<file path="src/rtl/seven_event_monitor.sv">
// seven_event_monitor
// Turns the rising edges of the detector outputs z1/z2/z3 into events. For
// each output it keeps a saturating occurrence count, and it queues 2-bit
// event codes in a small circular FIFO that a host drains over a
// valid/ready handshake. It only observes the detector and never feeds back.
module seven_event_monitor #(
  parameter int unsigned CW    = 8,
  parameter int unsigned DEPTH = 4
) (
  input  logic                     clk,
  input  logic                     reset,
  input  logic                     z1,
  input  logic                     z2,
  input  logic                     z3,
  input  logic                     clear,
  input  logic                     ev_ready,
  output logic                     ev_valid,
  output logic [1:0]               ev_code,
  output logic [$clog2(DEPTH):0]   ev_level,
  output logic [CW-1:0]            cnt1,
  output logic [CW-1:0]            cnt2,
  output logic [CW-1:0]            cnt3,
  output logic                     overflow,
  output logic                     multi_err
);

  localparam int unsigned PW = $clog2(DEPTH);
  localparam int unsigned LW = PW + 1;

  // Previous-cycle samples of z1..z3, indexed [0]=z1 .. [2]=z3
  logic [2:0]    z_q;
  logic [2:0]    z_now;
  logic [2:0]    rise;

  // FIFO storage and bookkeeping
  logic [1:0]    mem [DEPTH];
  logic [PW-1:0] wr_ptr;
  logic [PW-1:0] rd_ptr;
  logic [LW-1:0] level;

  // Per-cycle control decoded from the rises and the handshake
  logic          any_rise;
  logic          multi_rise;
  logic          full;
  logic          pop;
  logic          push_req;
  logic          push_ok;
  logic          drop;
  logic [1:0]    push_code;

  function automatic logic [CW-1:0] sat_inc(input logic [CW-1:0] v,
                                            input logic          en);
    if (en && (v != '1)) begin
      return v + CW'(1);
    end
    return v;
  endfunction

  assign z_now = {z3, z2, z1};

  // Edge detection, priority encoding and FIFO handshake decode
  always_comb begin
    rise       = z_now & ~z_q;
    any_rise   = |rise;
    multi_rise = (rise[0] & rise[1]) | (rise[0] & rise[2]) | (rise[1] & rise[2]);
    full       = (level == LW'(DEPTH));
    ev_valid   = (level != '0);
    pop        = ev_valid & ev_ready & ~clear;
    // Rises in a clear cycle are discarded entirely.
    push_req   = any_rise & ~clear;
    // A full FIFO still accepts a push when the head leaves in the same cycle.
    push_ok    = push_req & (~full | pop);
    drop       = push_req & full & ~pop;
    push_code  = 2'b11;
    if (rise[0]) begin
      push_code = 2'b01;
    end else if (rise[1]) begin
      push_code = 2'b10;
    end
    ev_code    = ev_valid ? mem[rd_ptr] : 2'b00;
    ev_level   = level;
  end

  // Edge-detect history, counters, sticky flags and FIFO pointers/occupancy
  always_ff @(posedge clk) begin
    if (reset) begin
      z_q       <= '0;
      cnt1      <= '0;
      cnt2      <= '0;
      cnt3      <= '0;
      overflow  <= 1'b0;
      multi_err <= 1'b0;
      wr_ptr    <= '0;
      rd_ptr    <= '0;
      level     <= '0;
    end else begin
      // History keeps tracking through clear so a held level stays one event.
      z_q <= z_now;
      if (clear) begin
        cnt1      <= '0;
        cnt2      <= '0;
        cnt3      <= '0;
        overflow  <= 1'b0;
        multi_err <= 1'b0;
        wr_ptr    <= '0;
        rd_ptr    <= '0;
        level     <= '0;
      end else begin
        cnt1 <= sat_inc(cnt1, rise[0]);
        cnt2 <= sat_inc(cnt2, rise[1]);
        cnt3 <= sat_inc(cnt3, rise[2]);
        if (drop) begin
          overflow <= 1'b1;
        end
        if (multi_rise) begin
          multi_err <= 1'b1;
        end
        if (push_ok) begin
          wr_ptr <= wr_ptr + PW'(1);
        end
        if (pop) begin
          rd_ptr <= rd_ptr + PW'(1);
        end
        unique case ({push_ok, pop})
          2'b10:   level <= level + LW'(1);
          2'b01:   level <= level - LW'(1);
          default: level <= level;
        endcase
      end
    end
  end

  // FIFO entry storage; contents are only visible through the occupancy gate
  always_ff @(posedge clk) begin
    if (!reset && push_ok) begin
      mem[wr_ptr] <= push_code;
    end
  end

endmodule

</file>
<file path="config.mk">
export PLATFORM = sky130hd
export DESIGN_NAME = seven_event_monitor
export DESIGN_NICKNAME = d
export VERILOG_FILES = /design/src/rtl/seven_event_monitor.sv
export SDC_FILE = /design/constraint.sdc
export NUM_CORES = 1
export LEC_CHECK = 0
export ABC_AREA = 0
export BUFFER_PORTS_ARGS = -buffer_cell sky130_fd_sc_hd__buf_2
export CAP_MARGIN = 40
export CORE_MARGIN = 5
export CORE_UTILIZATION = 26
export DETAILED_ROUTE_END_ITERATION = 16
export SYNTH_ARGS = -nofsm -noshare
export SYNTH_HDL_FRONTEND = slang
export SYNTH_SLANG_ARGS = --single-unit
</file>
<file path="constraint.sdc">
create_clock -name clk -period 4.2 [get_ports clk]
set_clock_uncertainty 0.1 [all_clocks]
set_input_delay 0.63 -clock clk [delete_from_list [all_inputs] [get_ports clk]]
set_output_delay 0.63 -clock clk [all_outputs]
set_load 0.05 [all_outputs]
</file>
==> key figures, run 1 <==
Yosys
  • Synth Cell Area: roughly 2200 um^2
  • Synth top cells by count: 38 x dfxtp_1, 27 x nor2_1, 16 x nand2_1
  • Largest cells by area after synthesis: dfxtp_1 34%, edfxtp_1 11%, xor2_1 4.7%
  • Sequential area share after synthesis: 0.448
  • FF+latch count, synth: 46
  • Post-synth top area share: 0.341
  • Ys async rst share: 0
  • Syn nets: about 240
  • Synth cell types: a little under 50
  • Synth Flop Type: dfxtp_1
  • Cells after Synth: 224
  • Synth warnings: 0
  • Count leader, synth: dfxtp_1
  • Largest area contributor in the netlist: dfxtp_1
  • Syn avg cell area: between 9 and 10 um^2
  • Post-synth EDFFs: 8

Global route
  • Number of global-route vias before repair: between 1500 and 2000
  • Largest net degree at the start of global routing: 34
  • Total GRT Usage: 0.0958
  • Gr ovfl total: 0
  • First-pass GRT wire length: 7.91 mm
  • Initial antenna violation count: 0

Worst setup path
  • Length in cells of the worst reg-to-reg path: 6
  • Crit. Startpoint: z1
  • CP Class: input port to register
  • Setup crit start kind: input port
  • Worst Path Arrival: approximately 2500 ps
  • Reg2Reg Launch Point: ev_level[0]
  • CP endpoint kind: register
  • Critical Path RT: about 4300 ps
  • CP max FO: 11

Power
  • Pwr Density: around 320 nW/um^2
  • Leakage: 0.996 nW
  • Peak supply drop: about 0.1 mV

Detailed routing
  • Drt via density: around 4.7
  • Via Count: 1746
  • DRC violations left: 0
  • First drt pass iteration count: 4
  • WL final: between 4 and 5 mm
  • DRT iter0 DRCs: 45
  • Detailed-route wire length per cell: approximately 13 um
  • ANT nets after route: 0

Timing
  • Tightest Pin Transition: around 700 ps
  • Final setup viols: 0
  • RSZ-0062 raised after global routing: false
  • Final min period: around 2400 ps
  • Final WS setup: roughly 1800 ps
  • Worst rel slew slack: 0.542
  • Final Cycle Share: 0.566
  • Final hold vios: 0
  • Max-slew violation count: 0
  • Fin Setup TNS: 0 ps
  • Max Clk Rate: roughly 420 MHz

Placement
  • HPWL Detailed: about 3.7 mm
  • RePlAce Congestion: 0.835
  • PortBufs: 38
  • Pre-CTS setup slack: ~1500 ps

Job
  • Max-cap violation count: 0

Cells and area
  • N_diodes: 0
  • Fill count: approximately 890
  • Core Util, Final: 0.313
  • Area delta synth->final: 16.4%
  • Nets@finish: ~280
  • Fraction of layout cells with a size suffix above 1: 0.227

CTS
  • CTS Buf Count: 5
  • # clock sinks: 46
  • CTS clk-pin slew, worst paths: roughly 80 ps
  • Worst-skew pair later-pin latency: ~300 ps
  • CTS tree: yes
  • Post_cts resized: 0
  • Setup Buffers After CTS: 0
  • Clock Tree Root: clkbuf_8
  • H-tree depth: 2
  • Hold buffers post-CTS: 0
  • Bufs on Longest Clock Path: 2

Floorplanning
  • Die W: 103 um
  • IO Pins: 39
  • Die area: approximately 11000 um^2
  • Initial Util: 0.269
  • # rows: 33
  • Core box area: about 8300 um^2
  • Die height: between 100 and 150 um

Worst hold path
  • HP Class: register to register
  • Hold Path Depth: 2
  • Critical hold path startpoint: overflow

Outcome
  • Status: finished, final reports clean
-- per-layer routing --
metal / track usage / part of all wire / up-vias
met5: 0 / 0 / -
met4: 0.0283 / 0.012 / 0
met3: 0.0304 / 0.050 / 4
met2: 0.157 / 0.46 / 34
met1: 0.121 / 0.48 / 813
li1: - / - / 895
-- stage by stage --
stage	total power [mW]	hold slack, ps	area, um^2	instances
floorplan	0.546	372	2230	224
global placement	0.566	357	2520	361
detailed placement	0.567	360	2520	361
CTS	0.835	381	2600	369
global route	0.862	413	2600	369
finish	0.820	374	2600	369
-- report_power, final --
| part | switching (mW) | internal [mW] |
|---|---|---|
| Combinational | 0.0621 | 0.0300 |
| Clock | 0.149 | 0.116 |
| Sequential | 0.00805 | 0.456 |
| Total | 0.219 | 0.601 |
-- area by class of cell --
type | instances | area, um^2 | share of cell area
inverter | 6 | 22.5 | 0.00867
sequential | 46 | 1000 | 0.385
clock buffer | 6 | 72.6 | 0.0279
timing repair buffer | 38 | 190 | 0.0732
tap | 105 | 131 | 0.0506
multi-input combinational | 166 | 1170 | 0.451
clock inverter | 2 | 10.0 | 0.00385
-- logic make-up after synthesis --
kind of cell,after synthesis,share of synthesized area
mux,7,0.0426
flops,46,0.448
xor+xnor,14,0.0549
buf+inv,12,0.0269
compound gates,39,0.131
simple gates,98,0.248
fa+ha+maj,8,0.0482
-- sequential cells by signal (all words and copies together), names as in the netlist, named ones only --
signal / flops
cnt2: 8
z_q: 3
multi_err: 1
overflow: 1
mem: 8
cnt3: 8
cnt1: 8
ev_level: 3
wr_ptr: 2
rd_ptr: 2
-- worst paths after layout --
kind | to | slack [ps]
setup / recovery | ev_level[1] | 1820
hold / removal | overflow | 370
setup reg to reg | ev_level[1] | 1870
hold reg to reg | overflow | 370
-- cell usage in the layout (no fill, tap or decap), types with 2 or more instances in the layout --
cell type	synthesis	routed
nand4_1	6	6
nand2_1	16	16
a21oi_1	9	9
xnor2_1	2	2
mux2i_1	5	5
or4_1	2	2
o21ai_0	5	5
or3_1	6	6
nor4b_1	2	2
inv_1	5	5
dfxtp_1	38	38
mux4_2	2	2
clkbuf_8	0	5
clkinv_2	0	2
o211ai_1	5	5
o31ai_1	3	3
buf_2	0	38
edfxtp_1	8	8
nor2b_1	3	3
o31a_1	3	3
and3_1	2	2
nand3_1	7	7
o21ai_2	2	2
a31oi_1	3	3
ha_1	7	7
xor2_1	12	12
nor2_1	27	27
nor3_1	4	4
nor2b_4	2	2
and4_1	3	3
and2_1	8	8
nand2b_1	3	3
-- worst max-delay path, cell delays in order --
cell and delay (ps):
buf_2 100, nor2b_4 290, inv_2 150, and4_1 190, nand2b_1 90, fa_1 450, o31a_1 320, a2111oi_2 260
No activity file was read; power rests on OpenSTA's default activity.
==> inputs of run 2 (changes only) <==
==> constraint.sdc (replaced) <==
create_clock -name clk -period 2.1 [get_ports clk]
set_clock_uncertainty 0.1 [all_clocks]
set_input_delay 0.315 -clock clk [delete_from_list [all_inputs] [get_ports clk]]
set_output_delay 0.315 -clock clk [all_outputs]
set_load 0.05 [all_outputs]
==> key figures, run 2 (same netlist as run 1, synthesis figures left out) <==
Worst setup path
  • CP endpoint kind: register (unchanged)
  • Reg2Reg Launch Point: ev_level[1] (was ev_level[0])
  • CP Class: register to register (was input port to register)
  • Length in cells of the worst reg-to-reg path: 6 (unchanged)
  • Worst r2r dst: ev_level[1] (unchanged)
  • Max stage delay on crit path: 430 ps (was 450 ps)
  • Crit path cell chain: o31a_1 > and4_1 > nand2b_1 > fa_1 > o31a_1 > a2111oi_2 (was buf_2 > nor2b_4 > inv_2 > and4_1 > nand2b_1 > fa_1 > o31a_1 > a2111oi_2)
  • Worst Path Arrival: 2180 ps (was 2480 ps)
  • Critical Path RT: 2200 ps (was 4300 ps)
  • Worst R2R Setup Slack: 20 ps (was 1870 ps)
  • Setup crit start kind: register (was input port)
  • Slowest CP cell: fa_1 (unchanged)
  • CP max FO: 8 (was 11)
  • Critical Path Most Common Cell: o31a_1

Power
  • Peak supply drop: 0.225 mV (was 0.100 mV)
  • Pwr Density: 633 nW/um^2 (was 316 nW/um^2)
  • Total power: 1.71 mW (was 0.820 mW)
  • Leakage: 1.05 nW (was 0.996 nW)

Timing
  • Final min period: approximately 2100 ps
  • Fin Setup TNS: 0 ps (unchanged)
  • Min Hold Slack: 154 ps (was 374 ps)
  • Final setup viols: 0 (unchanged)
  • Final hold vios: 0 (unchanged)
  • Final WS setup: 17.0 ps (was 1820 ps)
  • RSZ-0062 raised after global routing: true (was false)
  • Max Clk Rate: between 400 and 500 MHz
  • Tightest Pin Transition: 436 ps (was 687 ps)
  • Max-slew violation count: 0 (unchanged)
  • Worst rel slew slack: 0.710 (was 0.542)
  • Final Cycle Share: 0.992

Detailed routing
  • First drt pass iteration count: 4 (unchanged)
  • WL final: 4.83 mm (was 4.86 mm)
  • ANT nets after route: 0 (unchanged)
  • Detailed-route wire length per cell: 12.7 um (was 13.2 um)
  • DRC violations left: 0 (unchanged)
  • DRT iter0 DRCs: 32 (was 45)
  • Drt via density: 4.69 (was 4.73)
  • Via Count: 1779 (was 1746)

Placement
  • HPWL Detailed: 3.72 mm (was 3.69 mm)
  • RePlAce Congestion: 0.783 (was 0.835)
  • Placed cell areas: 2600 um^2 (was 2520 um^2)
  • PortBufs: 38 (unchanged)
  • Inst Count DP: 371 (was 361)
  • Pre-CTS setup slack: 14.3 ps (was 1520 ps)

CTS
  • Hold buffers post-CTS: 0 (unchanged)
  • # clock sinks: 46 (unchanged)
  • Bufs on Longest Clock Path: 2 (unchanged)
  • CTS tree: yes (unchanged)
  • Clock Tree Root: clkbuf_8 (unchanged)
  • CTS clk-pin slew, worst paths: 100 ps (was 80 ps)
  • H-tree depth: 2 (unchanged)
  • Post_cts resized: 0 (unchanged)
  • CTS Buf Count: 5 (unchanged)
  • Setup Buffers After CTS: 0 (unchanged)
  • Worst-skew pair later-pin latency: 300 ps (about the same)

Cells and area
  • Commonest cells after routing, fill and taps aside: 38 x buf_2, 35 x dfxtp_1, 27 x nor2_1, 16 x nand2_1, 12 x xor2_1 (was 38 x dfxtp_1, 38 x buf_2, 27 x nor2_1, 16 x nand2_1, 12 x xor2_1)
  • Final non-filler cell total: 379 (was 369)
  • Final instance area: 2700 um^2 (was 2600 um^2)
  • Multi-input logic area: 1170 um^2 (unchanged)
  • Fill count: 852 (was 886)
  • Area delta synth->final: 20.9% (was 16.4%)
  • Register area: 1010 um^2 (was 1000 um^2)
  • Most common cell after layout, fill and taps aside: buf_2
  • Fraction of layout cells with a size suffix above 1: 0.270 (was 0.227)
  • Core Util, Final: 0.325 (was 0.313)
  • Nets@finish: 288 (was 278)
  • N_diodes: 0 (unchanged)

Floorplanning
  • # rows: 33 (unchanged)
  • Die W: 103 um (unchanged)
  • Core box area: 8300 um^2 (unchanged)
  • Initial Util: 0.269 (unchanged)
  • IO Pins: 39 (unchanged)
  • Die height: 103 um (unchanged)
  • Die area: 10500 um^2 (unchanged)

Global route
  • Largest net degree at the start of global routing: 33 (was 34)
  • First-pass GRT wire length: 7.98 mm (was 7.91 mm)
  • Total GRT Usage: 0.0958 (about the same)
  • Initial antenna violation count: 0 (unchanged)
  • Number of global-route vias before repair: 1640 (was 1668)
  • Gr ovfl total: 0 (unchanged)

Outcome
  • Status: finished, final reports clean (unchanged)

Worst hold path
  • Critical hold path startpoint: z2 (was overflow)
  • Hold endpoint: z_q[1] (was overflow)
  • Hold Path Depth: 2 (unchanged)
  • HP Class: input port to register (was register to register)

Job
  • Max-cap violation count: 0 (unchanged)
## run 2: cell types whose count changed in the layout (fill, tap and decap cells not counted), sizes merged
cell | before | now
clkbuf | 6 | 5
buf | 38 | 48
clkinv | 2 | 0
inv | 6 | 9
## run 2: layer usage
layer / up-vias / track usage / wire length, um
li1: 917 / - / -
met1: 819 / 0.130 / 2320
met3: 5 / 0.0264 / 282
met5: - / 0 / 0
met2: 38 / 0.150 / 2170
met4: 0 / 0.0272 / 55
## run 2: where the power goes
part           switching (mW)  internal, mW  total, mW
combinational           0.128        0.0723      0.200
sequential             0.0151         0.909      0.924
clock                   0.335         0.248      0.583
total                   0.478          1.23       1.71
## run 2: layout make-up
type | instances | area share
Tap cell | 105 | 0.0487
Sequential cell | 46 | 0.375
Timing Repair Buffer | 48 | 0.0983
Inverter | 6 | 0.00835
Clock inverter | 3 | 0.00974
Clock buffer | 5 | 0.0255
Multi-Input combinational cell | 166 | 0.434
## run 2: how the worst max path moves through the flow
stage	endpoint	cells after the start	start	slack, ps
after floorplan	ev_level[1]	6	ev_level[2]	-20
after global placement	ev_level[1]	8	z1	70
after detailed placement	ev_level[1]	8	z1	10
after CTS	ev_level[1]	6	ev_level[1]	2
after global routing	ev_level[1]	6	ev_level[1]	-140
final	ev_level[1]	6	ev_level[1]	20
## run 2: worst max-delay path: cells and delay by family, from the launching register on
family | cells | cell delay (ps)
AOI/OAI and AO/OA | 3 | 810
adders and majority gates | 1 | 430
DFF | 1 | 380
and+or+nand+nor | 2 | 260
==> inputs of run 3 (changes only) <==
--- a/config.mk
+++ b/config.mk
@@ -8,6 +8,7 @@
 export ABC_AREA = 0
 export BUFFER_PORTS_ARGS = -buffer_cell sky130_fd_sc_hd__buf_2
 export CAP_MARGIN = 40
+export CORE_ASPECT_RATIO = 0.75
 export CORE_MARGIN = 5
 export CORE_UTILIZATION = 26
 export DETAILED_ROUTE_END_ITERATION = 16
==> key figures, run 3 (same netlist as run 1, synthesis figures left out) <==
Cells and area
  • N_diodes: 0 (unchanged)
  • Area delta synth->final: 24.7% (was 20.9%)
  • Fraction of layout cells with a size suffix above 1: 0.278 (was 0.270)
  • Commonest cells after routing, fill and taps aside: 38 x buf_2, 35 x dfxtp_1, 27 x nor2_1, 16 x nand2_1, 13 x buf_4 (was 38 x buf_2, 35 x dfxtp_1, 27 x nor2_1, 16 x nand2_1, 12 x xor2_1)
  • Most common cell after layout, fill and taps aside: buf_2 (unchanged)
  • Final instance area: 2780 um^2 (was 2700 um^2)
  • Core Util, Final: 0.331 (was 0.325)
  • Final non-filler cell total: 385 (was 379)
  • Nets@finish: 291 (was 288)

Worst setup path
  • CP Class: register to register (unchanged)
  • Max stage delay on crit path: 430 ps (about the same)
  • Slowest CP cell: fa_1 (unchanged)
  • Worst Path Buf+Inv: 0 (unchanged)
  • Critical Path Most Common Cell: o31a_1 (unchanged)
  • Setup crit start kind: register (unchanged)
  • CP max FO: 2 (was 8)
  • Critical Path RT: 2180 ps (was 2200 ps)
  • Crit path max-delay family: compound AO/OA/AOI/OAI gates (unchanged)
  • Crit path cell chain: o31a_1 > and4_1 > nand2b_1 > fa_1 > o31a_1 > a2111oi_2 (unchanged)
  • Worst Path Arrival: 2150 ps (was 2180 ps)
  • CP endpoint kind: register (unchanged)

CTS
  • Worst-skew pair later-pin latency: 290 ps (was 300 ps)
  • CTS tree: yes (unchanged)
  • Post_cts resized: 0 (unchanged)
  • CTS clk-pin slew, worst paths: 70 ps (was 100 ps)
  • Bufs on Longest Clock Path: 2 (unchanged)
  • # clock sinks: 46 (unchanged)
  • Clock Tree Root: clkbuf_16 (was clkbuf_8)
  • H-tree depth: 2 (unchanged)
  • CTS Buf Count: 5 (unchanged)

Timing
  • Tightest Pin Transition: 395 ps (was 436 ps)
  • Max-slew violation count: 0 (unchanged)
  • Worst rel slew slack: 0.735 (was 0.710)
  • Final Cycle Share: 0.983 (was 0.992)
  • Max Clk Rate: 484 MHz (was 480 MHz)
  • Min Hold Slack: 170 ps (was 154 ps)
  • Fin Setup TNS: 0 ps (unchanged)
  • Final setup viols: 0 (unchanged)
  • Final hold vios: 0 (unchanged)
  • Final min period: 2060 ps (was 2080 ps)
  • RSZ-0062 raised after global routing: true (unchanged)
  • Final WS setup: 35.8 ps (was 17.0 ps)

Placement
  • HPWL Detailed: 3.88 mm (was 3.72 mm)
  • Pre-CTS setup slack: 39.5 ps (was 14.3 ps)
  • PortBufs: 38 (unchanged)
  • Inst Count DP: 377 (was 371)
  • Placed cell areas: 2630 um^2 (was 2600 um^2)
  • RePlAce Congestion: 0.795 (was 0.783)

Power
  • Leakage: 1.09 nW (was 1.05 nW)
  • Clock power share: 0.423 (was 0.341)
  • Pwr Density: 706 nW/um^2 (was 633 nW/um^2)
  • Peak supply drop: 0.298 mV (was 0.225 mV)
  • Sequential Power Share: 0.469 (was 0.541)
  • Combinational power share: 0.108 (was 0.117)
  • Total net switching power: 0.521 mW (was 0.478 mW)
  • Total power: 1.96 mW (was 1.71 mW)
  • Internal Pwr Total: 1.44 mW (was 1.23 mW)
  • Net Sw Frac: 0.265 (was 0.280)

Global route
  • First-pass GRT wire length: 8.54 mm (was 7.98 mm)
  • Initial antenna violation count: 0 (unchanged)
  • Gr ovfl total: 0 (unchanged)
  • Largest net degree at the start of global routing: 33 (unchanged)
  • Number of global-route vias before repair: 1710 (was 1640)
  • Total GRT Usage: 0.101 (was 0.0958)

Detailed routing
  • Drt via density: 4.62 (was 4.69)
  • Detailed-route wire length per cell: 13.4 um (was 12.7 um)
  • DRC violations left: 0 (unchanged)
  • First drt pass iteration count: 4 (unchanged)
  • Via Count: 1778 (was 1779)
  • WL final: 5.16 mm (was 4.83 mm)
  • ANT nets after route: 0 (unchanged)
  • DRT iter0 DRCs: 35 (was 32)

Floorplanning
  • Die area: 10600 um^2 (was 10500 um^2)
  • IO Pins: 39 (unchanged)
  • Core box area: 8420 um^2 (was 8300 um^2)
  • # rows: 29 (was 33)
  • Initial Util: 0.265 (was 0.269)
  • Die height: 90.2 um (was 103 um)
  • Die W: 117 um (was 103 um)

Outcome
  • Status: finished, final reports clean (unchanged)

Worst hold path
  • HP Class: input port to register (unchanged)

Job
  • Max-cap violation count: 0 (unchanged)
run 3: routing by layer:
layer / vias up / track usage / share of wire
li1: 921 / - / -
met1: 825 / 0.144 / 0.50
met2: 26 / 0.147 / 0.44
met3: 6 / 0.0309 / 0.047
met4: 0 / 0.0258 / 0.0095
met5: - / 0 / 0
run 3: power groups by stage:
| stage | Combinational (mW) | Sequential, mW | Clock, mW |
|---|---|---|---|
| 2_1_floorplan | 0.123 | 0.967 | 0 |
| 3_3_place_gp | 0.211 | 0.941 | 0 |
| 3_5_place_dp | 0.214 | 0.941 | 0 |
| 4_1_cts | 0.215 | 0.921 | 0.854 |
| 5_1_grt | 0.232 | 0.923 | 0.901 |
| 6_report | 0.213 | 0.921 | 0.830 |
run 3: timing repair:
item	4_1_cts	5_1_grt
hold endpoints to repair	0	0
setup endpoints to repair	0	1
buffers inserted	0	0
hold buffers	0	0
run 3: final timing paths:
path,slack [ps],depth (start not counted),startpoint,to
max,40,6,ev_level[2],ev_level[1]
min,170,2,z3,z_q[2]
max reg2reg,40,6,ev_level[2],ev_level[1]
min reg2reg,370,2,multi_err,multi_err
run 3: layout make-up:
cell class / instances / area (um^2)
clock buffer: 5 / 125
clock inverter: 3 / 28.8
fill: 873 / 5640
inverter: 6 / 22.5
multi-input combinational: 166 / 1170
sequential: 46 / 1010
tap: 108 / 135
timing repair buffer: 51 / 288
